**src/rtl/sram_1rw_arbiter.sv**
```systemverilog
// sram_1rw_arbiter: round-robin share of one 1RW SRAM between ports A and B; SRAM_ARB_INIT_EN adds a zero-fill INIT phase
module sram_1rw_arbiter #(
    parameter int BITS       = 32,
    parameter int WORD_DEPTH = 2048,
    parameter int ADDR_WIDTH = 11
) (
    input  logic                  clk,
    input  logic                  rst,
    input  logic                  a_req_valid,
    output logic                  a_req_ready,
    input  logic                  a_req_we,
    input  logic [ADDR_WIDTH-1:0] a_req_addr,
    input  logic [BITS-1:0]       a_req_wdata,
    input  logic [BITS-1:0]       a_req_wmask,
    output logic                  a_rsp_valid,
    output logic [BITS-1:0]       a_rsp_rdata,
    input  logic                  b_req_valid,
    output logic                  b_req_ready,
    input  logic                  b_req_we,
    input  logic [ADDR_WIDTH-1:0] b_req_addr,
    input  logic [BITS-1:0]       b_req_wdata,
    input  logic [BITS-1:0]       b_req_wmask,
    output logic                  b_rsp_valid,
    output logic [BITS-1:0]       b_rsp_rdata,
    output logic                  sram_ce,
    output logic                  sram_we,
    output logic [ADDR_WIDTH-1:0] sram_addr,
    output logic [BITS-1:0]       sram_wd,
    output logic [BITS-1:0]       sram_wmask,
    input  logic [BITS-1:0]       sram_rd,
    output logic                  init_done
);
    logic                  prio_b_q, prio_b_d;
    logic                  rsp_a_q, rsp_a_d;
    logic                  rsp_b_q, rsp_b_d;
    logic                  grant_a, grant_b, hs_a, hs_b;
    logic                  init_active;
    logic [ADDR_WIDTH-1:0] init_addr;

`ifdef SRAM_ARB_INIT_EN
    typedef enum logic {INIT, RUN} state_t;
    state_t                state_q, state_d;
    logic [ADDR_WIDTH-1:0] cnt_q, cnt_d;

    always_comb begin
        state_d = state_q;
        cnt_d   = cnt_q;
        if (state_q == INIT) begin
            cnt_d = cnt_q + 1'b1;
            if (cnt_q == ADDR_WIDTH'(WORD_DEPTH - 1)) begin
                state_d = RUN;
                cnt_d   = '0;
            end
        end
    end

    always_ff @(posedge clk or posedge rst) begin
        if (rst) begin
            state_q <= INIT;
            cnt_q   <= '0;
        end else begin
            state_q <= state_d;
            cnt_q   <= cnt_d;
        end
    end

    assign init_done   = (state_q == RUN);
    assign init_active = (state_q == INIT);
    assign init_addr   = cnt_q;
`else
    assign init_done   = 1'b1;
    assign init_active = 1'b0;
    assign init_addr   = '0;
`endif

    // prio_b_q set means A won the last grant, so B wins the next tie
    always_comb begin
        grant_a     = a_req_valid && (!b_req_valid || !prio_b_q);
        grant_b     = b_req_valid && !grant_a;
        a_req_ready = grant_a && init_done;
        b_req_ready = grant_b && init_done;
        hs_a        = a_req_valid && a_req_ready;
        hs_b        = b_req_valid && b_req_ready;
        prio_b_d    = hs_a ? 1'b1 : hs_b ? 1'b0 : prio_b_q;
        rsp_a_d     = hs_a && !a_req_we;
        rsp_b_d     = hs_b && !b_req_we;
        sram_ce     = init_active || hs_a || hs_b;
        sram_we     = init_active || (hs_a ? a_req_we : hs_b && b_req_we);
        sram_addr   = init_active ? init_addr : hs_a ? a_req_addr : hs_b ? b_req_addr : '0;
        sram_wd     = hs_a ? a_req_wdata : hs_b ? b_req_wdata : '0;
        sram_wmask  = init_active ? '1 : hs_a ? a_req_wmask : hs_b ? b_req_wmask : '0;
        a_rsp_valid = rsp_a_q;
        b_rsp_valid = rsp_b_q;
        a_rsp_rdata = rsp_a_q ? sram_rd : '0;
        b_rsp_rdata = rsp_b_q ? sram_rd : '0;
    end

    always_ff @(posedge clk or posedge rst) begin
        if (rst) begin
            prio_b_q <= 1'b0;
            rsp_a_q  <= 1'b0;
            rsp_b_q  <= 1'b0;
        end else begin
            prio_b_q <= prio_b_d;
            rsp_a_q  <= rsp_a_d;
            rsp_b_q  <= rsp_b_d;
        end
    end
endmodule

```
**config.mk**
```make
export PLATFORM = sky130hd
export DESIGN_NAME = sram_1rw_arbiter
export DESIGN_NICKNAME = d
export VERILOG_FILES = /design/src/rtl/sram_1rw_arbiter.sv
export SDC_FILE = /design/constraint.sdc
export NUM_CORES = 1
export LEC_CHECK = 0
export CAP_MARGIN = 20
export CORE_AREA = 2 2 129 131
export DETAILED_ROUTE_END_ITERATION = 16
export DIE_AREA = 0 0 131 133
export GPL_ROUTABILITY_DRIVEN = 1
export PLACE_DENSITY_LB_ADDON = 0.2
export SLEW_MARGIN = 10
export SYNTH_ARGS = -nofsm -noshare
export SYNTH_HDL_FRONTEND = slang
export SYNTH_SLANG_ARGS = --single-unit
```
**constraint.sdc**
```tcl
create_clock -name clk -period 2.83 [get_ports clk]
set_clock_uncertainty 0.1 [all_clocks]
set_input_delay 0.283 -clock clk [delete_from_list [all_inputs] [get_ports clk]]
set_output_delay 0.283 -clock clk [all_outputs]
set_load 0.01 [all_outputs]
```
==> results of run 1 <==
routing by layer:
| metal | wire (um) | GRT usage | share of wire |
|---|---|---|---|
| met2 | 5896 | 0.2214 | 0.53 |
| met3 | 1396 | 0.03558 | 0.12 |
| met1 | 3787 | 0.1178 | 0.34 |
| met5 | 0 | 0 | 0 |
| met4 | 89 | 0.01005 | 0.0080 |
through the flow:
stage	utilization	worst slack, ps	area (sq um)	std cells
after global routing	0.3127	161.6	5057	716
after CTS	0.3127	252.1	5057	716
after detailed placement	0.3079	254.1	4979	712
after global placement	0.3079	290.7	4979	712
after floorplan	-	1254	1473	186
final	0.3127	292.2	5057	716
path summary, 6_finish.rpt:
kind                                      startpoint               endpoint  cells past startpoint
max in group asynchronous                        rst  b_rsp_valid$_DFF_PP0_                      2
worst min-delay path                             rst   prio_b_q$_DFFE_PP0P_                      2
min in group clk                prio_b_q$_DFFE_PP0P_   prio_b_q$_DFFE_PP0P_                      1
worst max-delay path                     a_req_valid            sram_wd[29]                      5
worst min register to register  prio_b_q$_DFFE_PP0P_   prio_b_q$_DFFE_PP0P_                      1
worst max register to register  prio_b_q$_DFFE_PP0P_  a_rsp_valid$_DFF_PP0_                      3
critical path, stage by stage:
cell and delay [ps]:
clkdlybuf4s50_1 530, a21boi_4 240, buf_12 290, a32o_1 190, clkdlybuf4s50_1 580
logic make-up (layout without fill, tap and decap cells):
family / Yosys count / in the layout / share of synthesized area
flip-flops: 3 / 3 / 0.05098
buffers and inverters: 34 / 344 / 0.1215
other: 1 / 1 / 0.002546
AND/OR/NAND/NOR: 70 / 70 / 0.2974
AO/OA/AOI/OAI: 78 / 78 / 0.5276
cells in the mapped netlist:
cell type and instances:
a32o_1 76, and2_1 65, clkbuf_1 15, buf_2 11
buf_4 4, buf_6 3, dfrtp_1 3, a21boi_2 1
a21oi_1 1, and3b_1 1, conb_1 1, inv_1 1
nand2b_1 1, nor2_1 1, nor2b_1 1, or2_2 1
area by class of cell:
type / count / area, sq um / share of cell area
clock buffers: 4 / 78.83 / 0.01559
inverters: 1 / 3.754 / 0.0007422
multi-input cells: 149 / 1229 / 0.2429
flip-flops and latches: 3 / 75.07 / 0.01484
well taps: 220 / 275.3 / 0.05443
repair buffers: 339 / 3396 / 0.6715
report_power, final:
part / total [uW] / internal [uW] / switching, uW / leakage, uW
sequential: 56.7 / 46.9 / 9.78 / 0.0000377
combinational: 924 / 595 / 329 / 0.00169
clock: 228 / 186 / 42.0 / 0.0000382
total: 1210 / 829 / 380 / 0.00177
registers in the layout, summed over array words and instances, names as in the netlist:
register,flops
a_rsp_valid,1
b_rsp_valid,1
prio_b_q,1
layout by cell type (no fill, tap or decap):
| cell type | count |
|---|---|
| a21boi_4 | 1 |
| a21oi_1 | 1 |
| a32o_1 | 76 |
| and2_1 | 65 |
| and3b_1 | 1 |
| buf_12 | 2 |
| buf_2 | 1 |
| buf_4 | 5 |
| clkbuf_1 | 1 |
| clkbuf_16 | 3 |
| clkdlybuf4s50_1 | 331 |
| conb_1 | 1 |
| dfrtp_1 | 3 |
| inv_1 | 1 |
| nand2b_2 | 1 |
| nor2_1 | 1 |
| nor2b_1 | 1 |
| or2_2 | 1 |
==> flow_summary.yaml, run 1 <==
synth:
  syn_area_sq_mm: 0.001473
  yosysTopAreaCellShare: 0.5166
  yosysTopAreaCell: "a32o_1"
  ys_ff_latch: 3
  synth_area_leaders: "a32o_1 52%, and2_1 28%, dfrtp_1 5.1%"
  ys_warn_count: 0
  synth.avg_cell_area_sq_um: 7.918
  ys_seq_area_frac: 0.05098
  synth_nets: 374
  synthDistinctLibCells: 16
  syn-instance-count: 186
final_layout:
  num-fill-cells: 1669
  drive_above_1_share: 0.02823
  area_delta_synth_final_pct: 243.4
  diodes: 0
  nets: 685
critical_path:
  rrSetupSlack_ps: 1500
  critPathArrivalTime_ps: 2150
  cp-end-kind: "output port"
  worstSetupPathType: "in -> out"
  crit_fanout: 64
  start_kind: "input pin"
  cp.required_ps: 2450
clock_tree:
  postCtsSetupBuffers: 0
  cts.sinks: 3
  cts_buffers: 3
  ctsRootBufferMaster: "clkbuf_16"
  insertion_delay_ps: 230
  h-tree-depth: 1
  postCtsResizedCells: 0
  cts_tree: "yes"
  cts.reportedPaths.clkPinSlew_ps: 30
  cts.path.max_buffers: 2
  cts-hold-fix-buffers: 0
detailed_routing:
  viasPerCell: 4.092
  drc: 0
  drtIter0Drc: 110
  postRouteAntennaNets: 0
  firstDrtPassIters: 5
  wl_per_cell_um: 15.60
  routed_wl_um: 11170
  vias: 2930
sta:
  slew_headroom: 0.4898
  setup_tns_ps: 0
  worst_pin_slew_ps: 765.2
  fmax_mhz: 394.0
  whs_ps: 144.0
  period_needed_ps: 2538
  finalHoldViolations: 0
  drv_slew: 0
  period_share: 0.8968
  setup_viol: 0
  rsz0062_at_grt: "false"
placed_design:
  dpl.hpwl_um: 9099
  io_buffers: 332
  place_congestion: 0.6907
global_routing:
  first_global_vias: 2876
  grtUsageTotal: 0.1123
  antenna_found_initial: 0
  grt_max_degree: 65
  grt-ovfl-total: 0
  grt_pass1_wl_um: 15610
outcome:
  status: "finished, final reports clean"
floorplanning:
  dieArea_sq_mm: 0.01742
  rows: 47
  chipWidth_um: 131
  die_h_um: 133
  initial_utilization: 0.09106
  coreArea_sq_mm: 0.01617
  pin_count: 334
power:
  p_leak_uw: 0.001766
  p_per_area_mw_per_mm2: 239.1
  total_power_uw: 1209
  ir_worst_vdd_v: 0.0001461
hold_path:
  hp-class: "in -> async"
job:
  maxCapViolCount: 0
(Power assumes the default switching activity.)
==> run 2: changes to the inputs <==
- CORE_AREA: 2 2 129 131 -> 2 2 131 133
- DIE_AREA: 0 0 131 133 -> 0 0 133 135
- DONT_BUFFER_PORTS: unset -> 1
==> flow_summary.yaml, run 2 (same netlist as run 1, synthesis figures left out) <==
critical_path:
  critPathArrivalTime_ps: 1800
  r2r_start: "prio_b_q$_DFFE_PP0P_"
  worstSetupPathType: "reg -> out"
  cp_cell_sequence: "nand2b_2 > buf_12 > a32o_1"
  rrSetupSlack_ps: 1180
  crit_fanout: 50
  cp-end-kind: "output port"
  cp.required_ps: 2450
  r2r-end: "b_rsp_valid$_DFF_PP0_"
  reg2reg_depth: 3
  cpPeakStageDelay_ps: 470
  cp_slowest_cell: "nand2b_2"
  crit_start: "prio_b_q$_DFFE_PP0P_"
  start_kind: "flip-flop"
outcome:
  status: "finished, final reports clean"
global_routing:
  gr-usage-met3: 0.03041
  grt_busiest_layer: "met2"
  use_met1: 0.06035
  grtUsageTotal: 0.07455
  grt_pass1_wl_um: 9832
  grt-ovfl-total: 0
  grt_max_degree: 82
  first_global_vias: 1515
  antenna_found_initial: 0
  gr-usage-met2: 0.1589
final_layout:
  final_core_util: 0.1045
  nets: 349
  area_delta_synth_final_pct: 16.40
  fin_area_sq_mm: 0.001714
  layout_common_cells: "76 x a32o_1, 65 x and2_1, 3 x dfrtp_1, 3 x clkbuf_16, 2 x buf_12"
  drive_above_1_share: 0.05000
  num-fill-cells: 1877
  layout_commonest_cell: "a32o_1"
placed_design:
  dpl.hpwl_um: 6758
  io_buffers: 0
  placed_area_sq_mm: 0.001623
  place_congestion: 0.8142
detailed_routing:
  firstDrtPassIters: 5
  routed_wl_um: 8173
  wl_per_cell_um: 21.45
  viasPerCell: 4.525
  postRouteAntennaNets: 0
  drc: 0
  vias: 1724
  drtIter0Drc: 55
hold_path:
  hold_depth: 1
  hp-class: "in -> reg"
  min_from: "a_req_we"
  whs_endpoint: "a_rsp_valid$_DFF_PP0_"
floorplanning:
  rows: 47
  coreArea_sq_mm: 0.01641
  initial_utilization: 0.08976
  die_h_um: 135
  chipWidth_um: 133
  dieArea_sq_mm: 0.01796
  pin_count: 334
sta:
  drv_slew: 0
  setup_tns_ps: 0
  rsz0062_at_grt: "false"
  period_share: 0.7724
  fmax_mhz: 457.5
  setup_viol: 0
  slew_headroom: 0.4683
  period_needed_ps: 2186
  finalHoldViolations: 0
  worst_pin_slew_ps: 797.6
clock_tree:
  cts.path.max_buffers: 2
  cts_tree: "yes"
  ctsRootBufferMaster: "clkbuf_16"
  postCtsResizedCells: 0
  insertion_delay_ps: 230
  cts_buffers: 3
  h-tree-depth: 1
  cts.sinks: 3
  cts.reportedPaths.clkPinSlew_ps: 30
job:
  maxCapViolCount: 0
power:
  switchingPower_uw: 264.7
  p_leak_uw: 0.0004880
  ir_worst_vdd_v: 0.00008140
  total_power_uw: 622.1
  intPower_uw: 357.4
  p_clk_frac: 0.366
  p_per_area_mw_per_mm2: 362.9
  seqPwrFrac: 0.101
  p_comb_frac: 0.533
  p_sw_frac: 0.4255
## run 2: area by class of cell
cell class / count / area, sq um / share of cell area
tap: 220 / 275.3 / 0.1606
antenna: 1 / 2.502 / 0.001460
clock buffer: 4 / 78.83 / 0.04599
inverter: 1 / 3.754 / 0.002190
timing repair buffer: 3 / 50.05 / 0.02920
multi-input combinational: 149 / 1229 / 0.7168
sequential: 3 / 75.07 / 0.04380
## run 2: metrics by stage
step	instances	worst slack, ps	hold slack [ps]
final	381	644.1	28.76
after global routing	380	549.6	26.49
after CTS	380	631.1	28.16
after detailed placement	375	873.7	-35.12
after global placement	375	930.2	-32.26
after floorplan	186	1254	-63.36
## run 2: power groups by stage
stage          Sequential, uW  Combinational, uW  Clock (uW)
6_report                 62.7                332         228
5_1_grt                  65.4                351         235
4_1_cts                  63.9                336         232
3_5_place_dp             64.4                334           0
3_3_place_gp             62.9                332           0
2_1_floorplan            52.1                322           0
## run 2: what timing repair did
item | CTS | global route
hold endpoints to repair | 3 | 0
buffers inserted | 0 | 0
hold buffers | 1 | 0
## run 2: worst max path at each step
stage                     endpoint  slack [ps]
floorplan           sram_wmask[12]        1250
global placement    sram_wmask[10]         930
detailed placement   sram_wmask[3]         870
CTS                  sram_wmask[3]         630
global route           sram_wd[20]         550
finish              sram_wmask[16]         640
## run 2: metal layers
metal | part of all wire | vias up
met1 | 0.28 | 797
met3 | 0.13 | 10
met5 | 0 | -
li1 | - | 702
met4 | 0.019 | 0
met2 | 0.57 | 215
## run 2: worst max-delay path, delay by kind of cell, from the launching register on
| kind | cells | cell delay (ps) |
|---|---|---|
| AO/OA/AOI/OAI | 1 | 340 |
| buffers and inverters | 1 | 310 |
| flip-flops | 1 | 420 |
| AND/OR/NAND/NOR | 1 | 470 |
